===== src/rtl/instr_encoder.sv =====
// instr_encoder: program loader that encodes symbolic MIPS instructions
// (add, addu, sub, and, addi, lw, sw, beq, j) into 32-bit words and writes
// them into instruction memory at sequential word addresses.
//
// Ports:
//   clk, rst_n          clock (rising edge), asynchronous active-low reset
//   start, finish       1-cycle pulses opening (IDLE) / closing (LOAD) a session
//   in_valid, in_ready  symbolic instruction handshake
//   in_mnem             0 add,1 addu,2 sub,3 and,4 addi,5 lw,6 sw,7 beq,8 j
//   in_rs/in_rt/in_rd   register fields; in_imm immediate; in_adr jump target
//   imem_we/addr/wdata  instruction-memory write port (one cycle after accept)
//   busy, done, err     LOAD indicator, session-close pulse, sticky illegal flag
//   count               words written in the current/last session
module instr_encoder #(
  parameter int unsigned IMEM_AW   = 8,
  parameter int unsigned BASE_ADDR = 0
) (
  input  logic               clk,
  input  logic               rst_n,
  input  logic               start,
  input  logic               finish,
  input  logic               in_valid,
  output logic               in_ready,
  input  logic [3:0]         in_mnem,
  input  logic [4:0]         in_rs,
  input  logic [4:0]         in_rt,
  input  logic [4:0]         in_rd,
  input  logic [15:0]        in_imm,
  input  logic [25:0]        in_adr,
  output logic               imem_we,
  output logic [IMEM_AW-1:0] imem_addr,
  output logic [31:0]        imem_wdata,
  output logic               busy,
  output logic               done,
  output logic               err,
  output logic [IMEM_AW:0]   count
);

  typedef enum logic [1:0] {S_IDLE, S_LOAD, S_DONE} state_e;

  localparam logic [IMEM_AW-1:0] BASE = IMEM_AW'(BASE_ADDR);
  // Number of words that fit between BASE_ADDR and the top of memory.
  localparam logic [IMEM_AW:0]   CAP  = (IMEM_AW+1)'((1 << IMEM_AW) - BASE_ADDR);

  state_e             state_q, state_d;
  logic [IMEM_AW-1:0] ptr_q, ptr_d;
  logic [IMEM_AW:0]   count_q, count_d;
  logic               err_q, err_d;
  logic               we_q, we_d;
  logic [IMEM_AW-1:0] addr_q, addr_d;
  logic [31:0]        wdata_q, wdata_d;

  logic [31:0]        word;
  logic               legal;
  logic               xfer;

  // Combinational encoding of the presented instruction.
  always_comb begin
    word  = '0;
    legal = 1'b1;
    case (in_mnem)
      4'd0:    word = {6'h00, in_rs, in_rt, in_rd, 5'b0, 6'h20};
      4'd1:    word = {6'h00, in_rs, in_rt, in_rd, 5'b0, 6'h21};
      4'd2:    word = {6'h00, in_rs, in_rt, in_rd, 5'b0, 6'h22};
      4'd3:    word = {6'h00, in_rs, in_rt, in_rd, 5'b0, 6'h24};
      4'd4:    word = {6'h08, in_rs, in_rt, in_imm};
      4'd5:    word = {6'h23, in_rs, in_rt, in_imm};
      4'd6:    word = {6'h2B, in_rs, in_rt, in_imm};
      4'd7:    word = {6'h04, in_rs, in_rt, in_imm};
      4'd8:    word = {6'h02, in_adr};
      default: legal = 1'b0;
    endcase
  end

  assign in_ready = (state_q == S_LOAD) && (count_q < CAP);
  assign xfer     = in_valid && in_ready;

  always_comb begin
    state_d = state_q;
    ptr_d   = ptr_q;
    count_d = count_q;
    err_d   = err_q;
    we_d    = 1'b0;
    addr_d  = addr_q;
    wdata_d = wdata_q;
    case (state_q)
      S_IDLE: begin
        if (start) begin
          state_d = S_LOAD;
          ptr_d   = BASE;
          count_d = '0;
          err_d   = 1'b0;
        end
      end
      S_LOAD: begin
        // An illegal mnemonic still completes the handshake; it only flags err.
        if (xfer) begin
          if (legal) begin
            we_d    = 1'b1;
            addr_d  = ptr_q;
            wdata_d = word;
            ptr_d   = ptr_q + 1'b1;
            count_d = count_q + 1'b1;
          end else begin
            err_d = 1'b1;
          end
        end
        if (finish) state_d = S_DONE;
      end
      S_DONE:  state_d = S_IDLE;
      default: state_d = S_IDLE;
    endcase
  end

  always_ff @(posedge clk or negedge rst_n) begin
    if (!rst_n) begin
      state_q <= S_IDLE;
      ptr_q   <= BASE;
      count_q <= '0;
      err_q   <= 1'b0;
      we_q    <= 1'b0;
      addr_q  <= BASE;
      wdata_q <= '0;
    end else begin
      state_q <= state_d;
      ptr_q   <= ptr_d;
      count_q <= count_d;
      err_q   <= err_d;
      we_q    <= we_d;
      addr_q  <= addr_d;
      wdata_q <= wdata_d;
    end
  end

  assign imem_we    = we_q;
  assign imem_addr  = addr_q;
  assign imem_wdata = wdata_q;
  assign busy       = (state_q == S_LOAD);
  assign done       = (state_q == S_DONE);
  assign err        = err_q;
  assign count      = count_q;

endmodule


===== config.mk =====
export PLATFORM = sky130hd
export DESIGN_NAME = instr_encoder
export DESIGN_NICKNAME = d
export VERILOG_FILES = /design/src/rtl/instr_encoder.sv
export SDC_FILE = /design/constraint.sdc
export NUM_CORES = 1
export LEC_CHECK = 0
export CORE_MARGIN = 2
export CORE_UTILIZATION = 39
export CTS_CLUSTER_SIZE = 8
export DETAILED_ROUTE_END_ITERATION = 7
export HOLD_SLACK_MARGIN = 0.08
export PLACE_DENSITY_LB_ADDON = 0.12
export SYNTH_ARGS = -nofsm -noshare
export SYNTH_HDL_FRONTEND = slang
export SYNTH_SLANG_ARGS = --single-unit

===== constraint.sdc =====
create_clock -name clk -period 1.5 [get_ports clk]
set_input_delay 0.225 -clock clk [delete_from_list [all_inputs] [get_ports clk]]
set_output_delay 0.225 -clock clk [all_outputs]
set_load 0.005 [all_outputs]

## Word-level counts from Yosys, hierarchy flattened

Index checks and enable logic that the tools add are counted.

- Add/sub/neg operators: 2
- $lt $le $gt $ge: 1
- Equal/unequal tests: 15
- Muxes and demuxes: 20
- Reduce and logical (&&, ||, !) cells: 10

Operators with widths:

| cell | count |
|---|---|
| $pmux W32 S9 | 1 |
| $mux W9 | 3 |
| $mux W8 | 3 |
| $pmux W9 S2 | 1 |
| $eq A4 B3 Y1 const B | 4 |
| $pmux W8 S2 | 1 |
| $add A9 B1 Y9 const B | 1 |
| $lt A9 B9 Y1 const B | 1 |
| $reduce_or A9 Y1 | 1 |
| $add A8 B1 Y8 const B | 1 |
| $eq A4 B2 Y1 const B | 2 |
| $reduce_and A4 Y1 | 2 |
| $mux W1 | 7 |
| $ne A2 B2 Y1 const B | 3 |
| $eq A4 B1 Y1 const B | 1 |
| $eq A4 B4 Y1 const B | 1 |
| $logic_not A4 Y1 | 1 |
| $mux W2 | 2 |
| $ne A2 B1 Y1 const B | 2 |
| $pmux W2 S2 | 1 |
| $reduce_and A3 Y1 | 1 |
| $eq A2 B1 Y1 const B | 1 |
| $eq A2 B2 Y1 const B | 1 |
| $logic_and A1 B1 Y1 | 2 |
| other kinds (4) | 4 |

- Register bits: 61
- Input bits: 66

## Logic depth before layout (Yosys ltp)

Gate-level depths: netlist of the first run.

- Word-level depth: 6
- Depth in mapped cells: 8
- Mapped depth without buffers: 5

## Least setup slack after synthesis of the first run

No wires, ideal clock.

- Kind: reg2reg
- Start point: register count_q[8] (netlist: count[8])
- End point: register ptr_q[7]
- Data arrival time: 1.398 ns
- Required time: 1.368 ns
- Path slack: -0.030 ns
- Stages on the path, launching flop included: 6
- Path buffers: 1
- Path through: dfrtp_1 > nand4bb_1 > buf_1 > nor4_2 > xnor2_1 > nor2_1

- Word-level cells in the longest chain between the ends: 5

RTL lines:

| element | line | source |
|---|---|---|
| start, declared | 47 | `logic [IMEM_AW:0] count_q, count_d;` |
| start signal, assigned | 127 | `count_q <= count_d;` |
| $lt A9 B9 Y1 | 75 | `assign in_ready = (state_q == S_LOAD) && (count_q < CAP);` |
| $logic_and A1 B1 Y1 | 75 |  |
| $logic_and A1 B1 Y1 | 76 | `assign xfer = in_valid && in_ready;` |
| $ne A2 B1 Y1 (no line) | n/a |  |
| $reduce_and A4 Y1 (no line) | n/a |  |
| end signal, assigned | 126 | `ptr_q <= ptr_d;` |
| end, declared | 46 | `logic [IMEM_AW-1:0] ptr_q, ptr_d;` |

Every way passes these cells.
A chain may end at the register's enable or synchronous reset.

## Worst setup path in the final report of the first run

- Start point: register state_q[1]
- End point: register wdata_q[7] (netlist: imem_wdata[7])

- Word-level cells in the longest chain between the ends: 4

RTL lines:

| element | line | source |
|---|---|---|
| start, declared | 45 | `state_e state_q, state_d;` |
| start signal, assigned | 125 | `state_q <= state_d;` |
| $eq A2 B1 Y1 * | 75, 86 |  |
| $logic_and A1 B1 Y1 | 75 |  |
| $logic_and A1 B1 Y1 | 76 |  |
| $reduce_and A3 Y1 (no line) * | n/a |  |
| end signal, assigned | 131 | `wdata_q <= wdata_d;` |
| end, declared | 51 | `logic [31:0] wdata_q, wdata_d;` |

Mark *: on every way between the ends. The rest lies on a longest branch, timed or not.

==> impl_metrics.env, run 1 <==
export IMPL_maxCapViolCount=0
export IMPL_worstPathRequired_ns=1.72
export IMPL_holdCritPathClass="in2reg"
export IMPL_place_congestion=0.7929
export IMPL_die_w_microns=89.51
export IMPL_grt_max_degree=60
export IMPL_cts_buffers=9
export IMPL_first_pass_iters=4
export IMPL_ys_types=45
export IMPL_cp_max_fo=6
export IMPL_setup_tns_ns=-1.389
export IMPL_clock_sinks=59
export IMPL_htreeDepth=3
export IMPL_grt_pass1_wl_microns=13380
export IMPL_die_y_microns=89.51
export IMPL_crit_arrival_ns=1.79
export IMPL_setup_worst_path_end_class="flop"
export IMPL_ys_seq_area_frac=0.5178
export IMPL_slew_violations=0
export IMPL_yosysWarnings=0
export IMPL_p_leak_nw=2.453
export IMPL_final_min_clock_period_ns=1.579
export IMPL_cpPeakStageDelay_ns=0.40
export IMPL_finalWirelength_microns=9172
export IMPL_avgSynthCellArea_sq_um=9.349
export IMPL_drc=0
export IMPL_path_clk_slew_ns=0.07
export IMPL_start_util=0.3974
export IMPL_dieArea_sq_um=8011
export IMPL_root_buffer="clkbuf_8"
export IMPL_stdcell_count=573
export IMPL_drt_iter0_markers=104
export IMPL_synth_area_leaders="dfrtp_1, nor2_1, nand2_1, a221oi_1, a21oi_1"
export IMPL_portBuffers=118
export IMPL_fin_nets=537
export IMPL_antenna_left=0
export IMPL_viasPerCell=5.038
export IMPL_syn_inst=305
export IMPL_synthArstFlopShare=1.000
export IMPL_fin_worst_skew_ns=0.007718
export IMPL_io_pins=120
export IMPL_wl_per_cell_microns=16.01
export IMPL_violations="setup timing"
export IMPL_max_freq_mhz=633.4
export IMPL_synth_seq_cells=59
export IMPL_overflow=0
export IMPL_pre_cts_slack_ns=-0.4502
export IMPL_core_sq_um=7176
export IMPL_diodes=0
export IMPL_clockBufferDepth=2
export IMPL_clk_latency_ns=0.34
export IMPL_hold_violations=0
export IMPL_vias=2887
export IMPL_critPathKind="reg2reg"
export IMPL_antenna_found_initial=0
export IMPL_start_kind="flop"
export IMPL_syn2layout_area_growth_pct=83.76
export IMPL_irDropWorstVdd_mv=0.6380
export IMPL_p_per_area_nw_per_um2=1266
export IMPL_drive_above_1_share=0.2700
export IMPL_fin_crit_sh=1.053
export IMPL_synth_top_flop_cell="dfrtp_1"
export IMPL_status="finished with violations"
export IMPL_grt_usage=0.2210
export IMPL_dpl_cell_count=539
export IMPL_cpLargestDelayFamily="buffers and inverters"
export IMPL_critical_path_cell_chain="buf_6, nor4bb_4, buf_4, nand2_8, buf_12, a221oi_2, nor2_1"
export IMPL_cts_tree="built"
export IMPL_cp_num_buf_inv=3
export IMPL_grt_pass1_vias=2816
export IMPL_crit_path_top_delay_cell="dfrtp_1"
export IMPL_dpl_hpwl_microns=5803
export IMPL_netlist_area_leader_share=0.5178
export IMPL_yosys_area_top_type="dfrtp_1"
export IMPL_rsz0062_at_grt="yes"
export IMPL_syn_num_nets=373
export IMPL_final_setup_viol_count=37
export IMPL_setup_slack_ns=-0.07877
export IMPL_synth_edf_count=0
export IMPL_num_rows=31
export IMPL_syn_area_sq_um=2851
[per-stage QoR]
stage,hold WS (ns),utilization,instance area (sq um),power [mW]
after floorplan,-0.07059,-,2858,3.082
after global placement,0.2562,0.6145,4409,4.577
after detailed placement,0.2513,0.6145,4409,4.615
after CTS,0.4235,0.6797,4877,6.391
after global routing,0.3172,0.7303,5240,7.026
final,0.3006,0.7303,5240,6.635
[path summary, 6_finish.rpt]
path / startpoint / end / slack [ns] / cells past startpoint
min in group asynchronous: rst_n / imem_wdata[19] / 0.40 / 3
setup / recovery: state_q[1] / imem_wdata[7] / -0.08 / 7
max in group asynchronous: rst_n / imem_wdata[0] / 0.81 / 3
hold reg to reg: imem_addr[6] / imem_addr[6] / 0.47 / 2
setup reg to reg: state_q[1] / imem_wdata[7] / -0.08 / 7
hold / removal: in_mnem[0] / imem_wdata[29] / 0.30 / 3
[cells in the mapped netlist (2+ instances only)]
cell and number:
a221oi_1 17, o2bb2ai_1 2, nand3b_1 2, nand3_1 10, mux2i_1 6, xor2_1 3, xnor2_1 8, nand2b_1 3
nand2_1 48, nor2_1 55, ha_1 2, nand4_1 2, a211oi_1 2, o21ai_0 13, clkbuf_1 9, inv_2 2
a21oi_1 14, dfrtp_1 59, nor3_1 4, a31oi_1 2, buf_6 2, inv_1 2, buf_2 9, o21ai_1 2
buf_4 4, nor4_2 4
[worst register-to-register path, delay by kind of cell (launching register included)]
| kind | cells | cell delay, ns |
|---|---|---|
| AO/OA/AOI/OAI | 1 | 0.19 |
| buffers and inverters | 3 | 0.46 |
| flip-flops | 1 | 0.40 |
| AND/OR/NAND/NOR | 3 | 0.40 |
[repair_timing]
action	in CTS	in global routing
setup endpoints to repair	30	64
gates cloned	1	4
buffers inserted	9	3
hold endpoints to repair	59	0
pin swaps	5	19
resized for setup	44	66
hold buffers	1	0
[per-layer routing]
metal  up-vias  track usage  wire length [microns]
met5         -            0                      0
li1       1393            -                      -
met2       104       0.3758                   4734
met4         0      0.08955                    155
met1      1375       0.2719                   3701
met3        15      0.04894                    580
[cell usage in the layout, fill, tap and decap left out, types with 4 or more instances in the layout]
cell             netlist  layout
o21ai_2                0       5
nand2_4                0       4
buf_12                 0       6
nor2_1                55      54
a221oi_2               0      15
nand2_1               48      42
dlygate4sd2_1          0       4
dfrtp_1               59      58
mux2i_1                6       6
a21oi_1               14      14
nor3_4                 0       5
buf_4                  4      39
buf_8                  0       4
o21ai_1                2       7
dlymetal6s2s_1         0      11
nor4_4                 0       4
xnor2_1                8       7
nand3_1               10       9
clkdlybuf4s50_1        0     100
clkbuf_8               0      10
buf_6                  2       6
[cells by family after synthesis]
| family | after synthesis | share of synthesized area |
|---|---|---|
| adder cells (fa/ha/maj) | 2 | 0.008774 |
| buffers and inverters | 29 | 0.05265 |
| flip-flops | 59 | 0.5178 |
| multiplexers | 6 | 0.02106 |
| AND/OR/NAND/NOR | 138 | 0.2234 |
| XOR/XNOR | 11 | 0.03379 |
| other | 1 | 0.001315 |
| AO/OA/AOI/OAI | 59 | 0.1413 |
[sequential cells by signal, summed over array words and instances, names as in the netlist]
signal      count
imem_addr       8
ptr_q           8
imem_we         1
count           9
state_q         2
imem_wdata     30
err             1
[final cells by class]
type | count | area [sq um]
clock buffer | 10 | 137.6
clock inverter | 6 | 88.84
fill | 540 | 1936
inverter | 4 | 17.52
multi-input combinational | 218 | 1594
sequential | 59 | 1478
tap | 99 | 123.9
timing repair buffer | 177 | 1800
[power breakdown]
| part | internal, mW | switching (mW) | leakage, nW | total, mW |
|---|---|---|---|---|
| clock network | 0.980 | 0.665 | 0.108 | 1.64 |
| registers | 2.06 | 0.324 | 0.760 | 2.38 |
| logic | 1.58 | 1.02 | 1.58 | 2.61 |
| total | 4.62 | 2.01 | 2.45 | 6.63 |
No activity file was read; power rests on OpenSTA's default activity.
==> run 2: changes to the inputs <==
--- a/config.mk
+++ b/config.mk
@@ -6,8 +6,8 @@
 export NUM_CORES = 1
 export LEC_CHECK = 0
 export CORE_MARGIN = 2
-export CORE_UTILIZATION = 39
-export CTS_CLUSTER_SIZE = 8
+export CORE_UTILIZATION = 26
+export CTS_CLUSTER_SIZE = 12
 export DETAILED_ROUTE_END_ITERATION = 7
 export HOLD_SLACK_MARGIN = 0.08
 export PLACE_DENSITY_LB_ADDON = 0.12
==> run 2 against run 1 <==
  * The flow still finishes with violations (setup timing)
  * Sequential power about the same
  * Critical path depth down 1
  * Setup slack better by 0.0024 ns
  * Sequential share of layout area down 0.14 points
  * Total power down 3.2%
  * Count of clock-buffer cells in the layout up 1
  * Final cell count up 7.7%
  * Cell area up 0.41%
  * Worst hold slack better by 0.12 ns
  * Routed wire length down 2.5%
==> impl_metrics.env, run 2 (synthesis gave the netlist of run 1 again) <==
export IMPL_status="finished with violations"
export IMPL_violations="setup timing"
export IMPL_clockBufferDepth=2
export IMPL_seq_area_sq_um=1476
export IMPL_hold_violations=0
export IMPL_overflow=0
export IMPL_fin_nets=540
export IMPL_crit_path_top_delay_cell="dfrtp_1"
export IMPL_viasPerCell=4.587
export IMPL_antenna_found_initial=0
export IMPL_seqPwrFrac=0.368
export IMPL_portBuffers=118
export IMPL_p_per_area_nw_per_um2=1221
export IMPL_slew_violations=0
export IMPL_setup_worst_path_end_class="flop"
export IMPL_cpPeakStageDelay_ns=0.39
export IMPL_io_pins=120
export IMPL_fin_worst_skew_ns=0.007444
export IMPL_clk_latency_ns=0.34
export IMPL_fillers=1056
export IMPL_syn2layout_area_growth_pct=84.51
export IMPL_fin_crit_sh=1.051
export IMPL_final_common_cell="clkdlybuf4s50_1"
export IMPL_critical_path_cell_chain="nor4bb_2, buf_4, nand2_4, buf_12, buf_8, o31ai_2"
export IMPL_clock_sinks=59
export IMPL_dpl_hpwl_microns=6151
export IMPL_largest_reg_flops=30
export IMPL_final_min_clock_period_ns=1.576
export IMPL_final_cell_mix="clkdlybuf4s50_1, dfrtp_1, nor2_1"
export IMPL_irDropWorstVdd_mv=0.6575
export IMPL_die_w_microns=108.7
export IMPL_crit_arrival_ns=1.82
export IMPL_drt_iter0_markers=94
export IMPL_vias=2830
export IMPL_finalWirelength_microns=8943
export IMPL_max_freq_mhz=634.4
export IMPL_grt_pass1_vias=2955
export IMPL_grt_pass1_wl_microns=14060
export IMPL_core_sq_um=10790
export IMPL_cts_buffers=9
export IMPL_maxCapViolCount=0
export IMPL_antenna_left=0
export IMPL_cts_tree="built"
export IMPL_sw_frac_of_total=0.3083
export IMPL_diodes=0
export IMPL_final_setup_viol_count=27
export IMPL_setup_slack_ns=-0.07638
export IMPL_rsz0062_at_grt="yes"
export IMPL_root_buffer="clkbuf_8"
export IMPL_p_leak_nw=2.430
export IMPL_post_route_util=0.4875
export IMPL_htreeDepth=3
export IMPL_critPathKind="reg2reg"
export IMPL_holdCritPathClass="in2async"
export IMPL_first_pass_iters=4
export IMPL_dieArea_sq_um=11820
export IMPL_num_rows=38
export IMPL_die_y_microns=108.7
export IMPL_p_clk_frac=0.229
export IMPL_p_switching_mw=1.980
export IMPL_combPwrFrac=0.403
export IMPL_wl_per_cell_microns=14.49
export IMPL_drc=0
export IMPL_hold_ws_ns=0.4164
export IMPL_p_int_mw=4.443
export IMPL_place_congestion=0.7476
export IMPL_start_kind="flop"
export IMPL_grt_usage=0.1552
export IMPL_path_clk_slew_ns=0.07
export IMPL_drive_above_1_share=0.2830
export IMPL_worstPathRequired_ns=1.75
export IMPL_multi_input_area_sq_um=1531
export IMPL_grt_max_degree=60
export IMPL_cp_max_fo=17
export IMPL_start_util=0.2642
[run 2: changes by cell type in the layout (fill, tap and decap cells not counted), moves of 3 or more]
cell and change:
a221oi_1 +4, a221oi_2 -5, buf_4 +3, nand2_1 -6, nand2_2 +9, nor2_1 -8
nor2_2 +6, o21ai_0 +4, o21ai_2 -5
[run 2: final timing paths]
kind	startpoint	endpoint	slack, ns	cells past startpoint
worst min register to register	imem_addr[5]	imem_addr[5]	0.47	2
worst min-delay path	rst_n	imem_wdata[1]	0.42	3
max in group asynchronous	rst_n	ptr_q[6]	0.81	3
worst max-delay path	count[8]	imem_wdata[5]	-0.08	6
worst max register to register	count[8]	imem_wdata[5]	-0.08	6
min in group clk	imem_addr[5]	imem_addr[5]	0.47	2
[run 2: timing repair]
| item | 4_1_cts | 5_1_grt |
|---|---|---|
| setup endpoints to repair | 59 | 62 |
| endpoints found under the hold margin | 59 | 0 |
| hold buffers | 1 | 0 |
| pin swaps | 20 | 15 |
| setup buffers | 12 | 6 |
| gates cloned | 2 | 1 |
| resized for setup | 52 | 56 |
[run 2: power groups by stage]
stage | combinational, mW | sequential (mW) | clock [mW]
2_1_floorplan | 0.687 | 2.40 | 0
3_3_place_gp | 2.26 | 2.36 | 0
4_1_cts | 2.50 | 2.34 | 1.51
6_report | 2.59 | 2.36 | 1.47
5_1_grt | 2.84 | 2.42 | 1.60
3_5_place_dp | 2.26 | 2.37 | 0
[run 2: metrics by stage]
| stage | cell area, sq um | worst slack, ns | power, mW | TNS (ns) | cells |
|---|---|---|---|---|---|
| 5_1_grt | 5261 | -0.1725 | 6.863 | -4.616 | 617 |
| 6_report | 5261 | -0.07638 | 6.424 | -0.8994 | 617 |
| 3_3_place_gp | 4441 | -0.4530 | 4.621 | -21.69 | 579 |
| 2_1_floorplan | 2858 | 0.02449 | 3.082 | 0 | 305 |
| 4_1_cts | 4971 | -0.1003 | 6.350 | -1.549 | 610 |
| 3_5_place_dp | 4441 | -0.5108 | 4.633 | -21.58 | 579 |
[run 2: critical path: cells and delay by family, from the launching register on]
kind	cells	cell delay [ns]
AND/OR/NAND/NOR	2	0.36
AO/OA/AOI/OAI	1	0.23
buffers and inverters	3	0.50
flip-flops	1	0.39
[run 2: final cells by class]
class | instances | share of cell area
clock buffer | 11 | 0.02687
inverter | 4 | 0.005945
clock inverter | 5 | 0.009988
sequential | 59 | 0.2806
timing repair buffer | 181 | 0.3522
multi-input combinational | 217 | 0.2911
tap | 140 | 0.03329
[run 2: metal layers]
layer / share of wire / GRT usage / vias to the layer above
li1: - / - / 1389
met1: 0.44 / 0.1872 / 1347
met2: 0.48 / 0.2576 / 77
met3: 0.048 / 0.03407 / 17
met4: 0.032 / 0.08425 / 0
met5: 0 / 0 / -
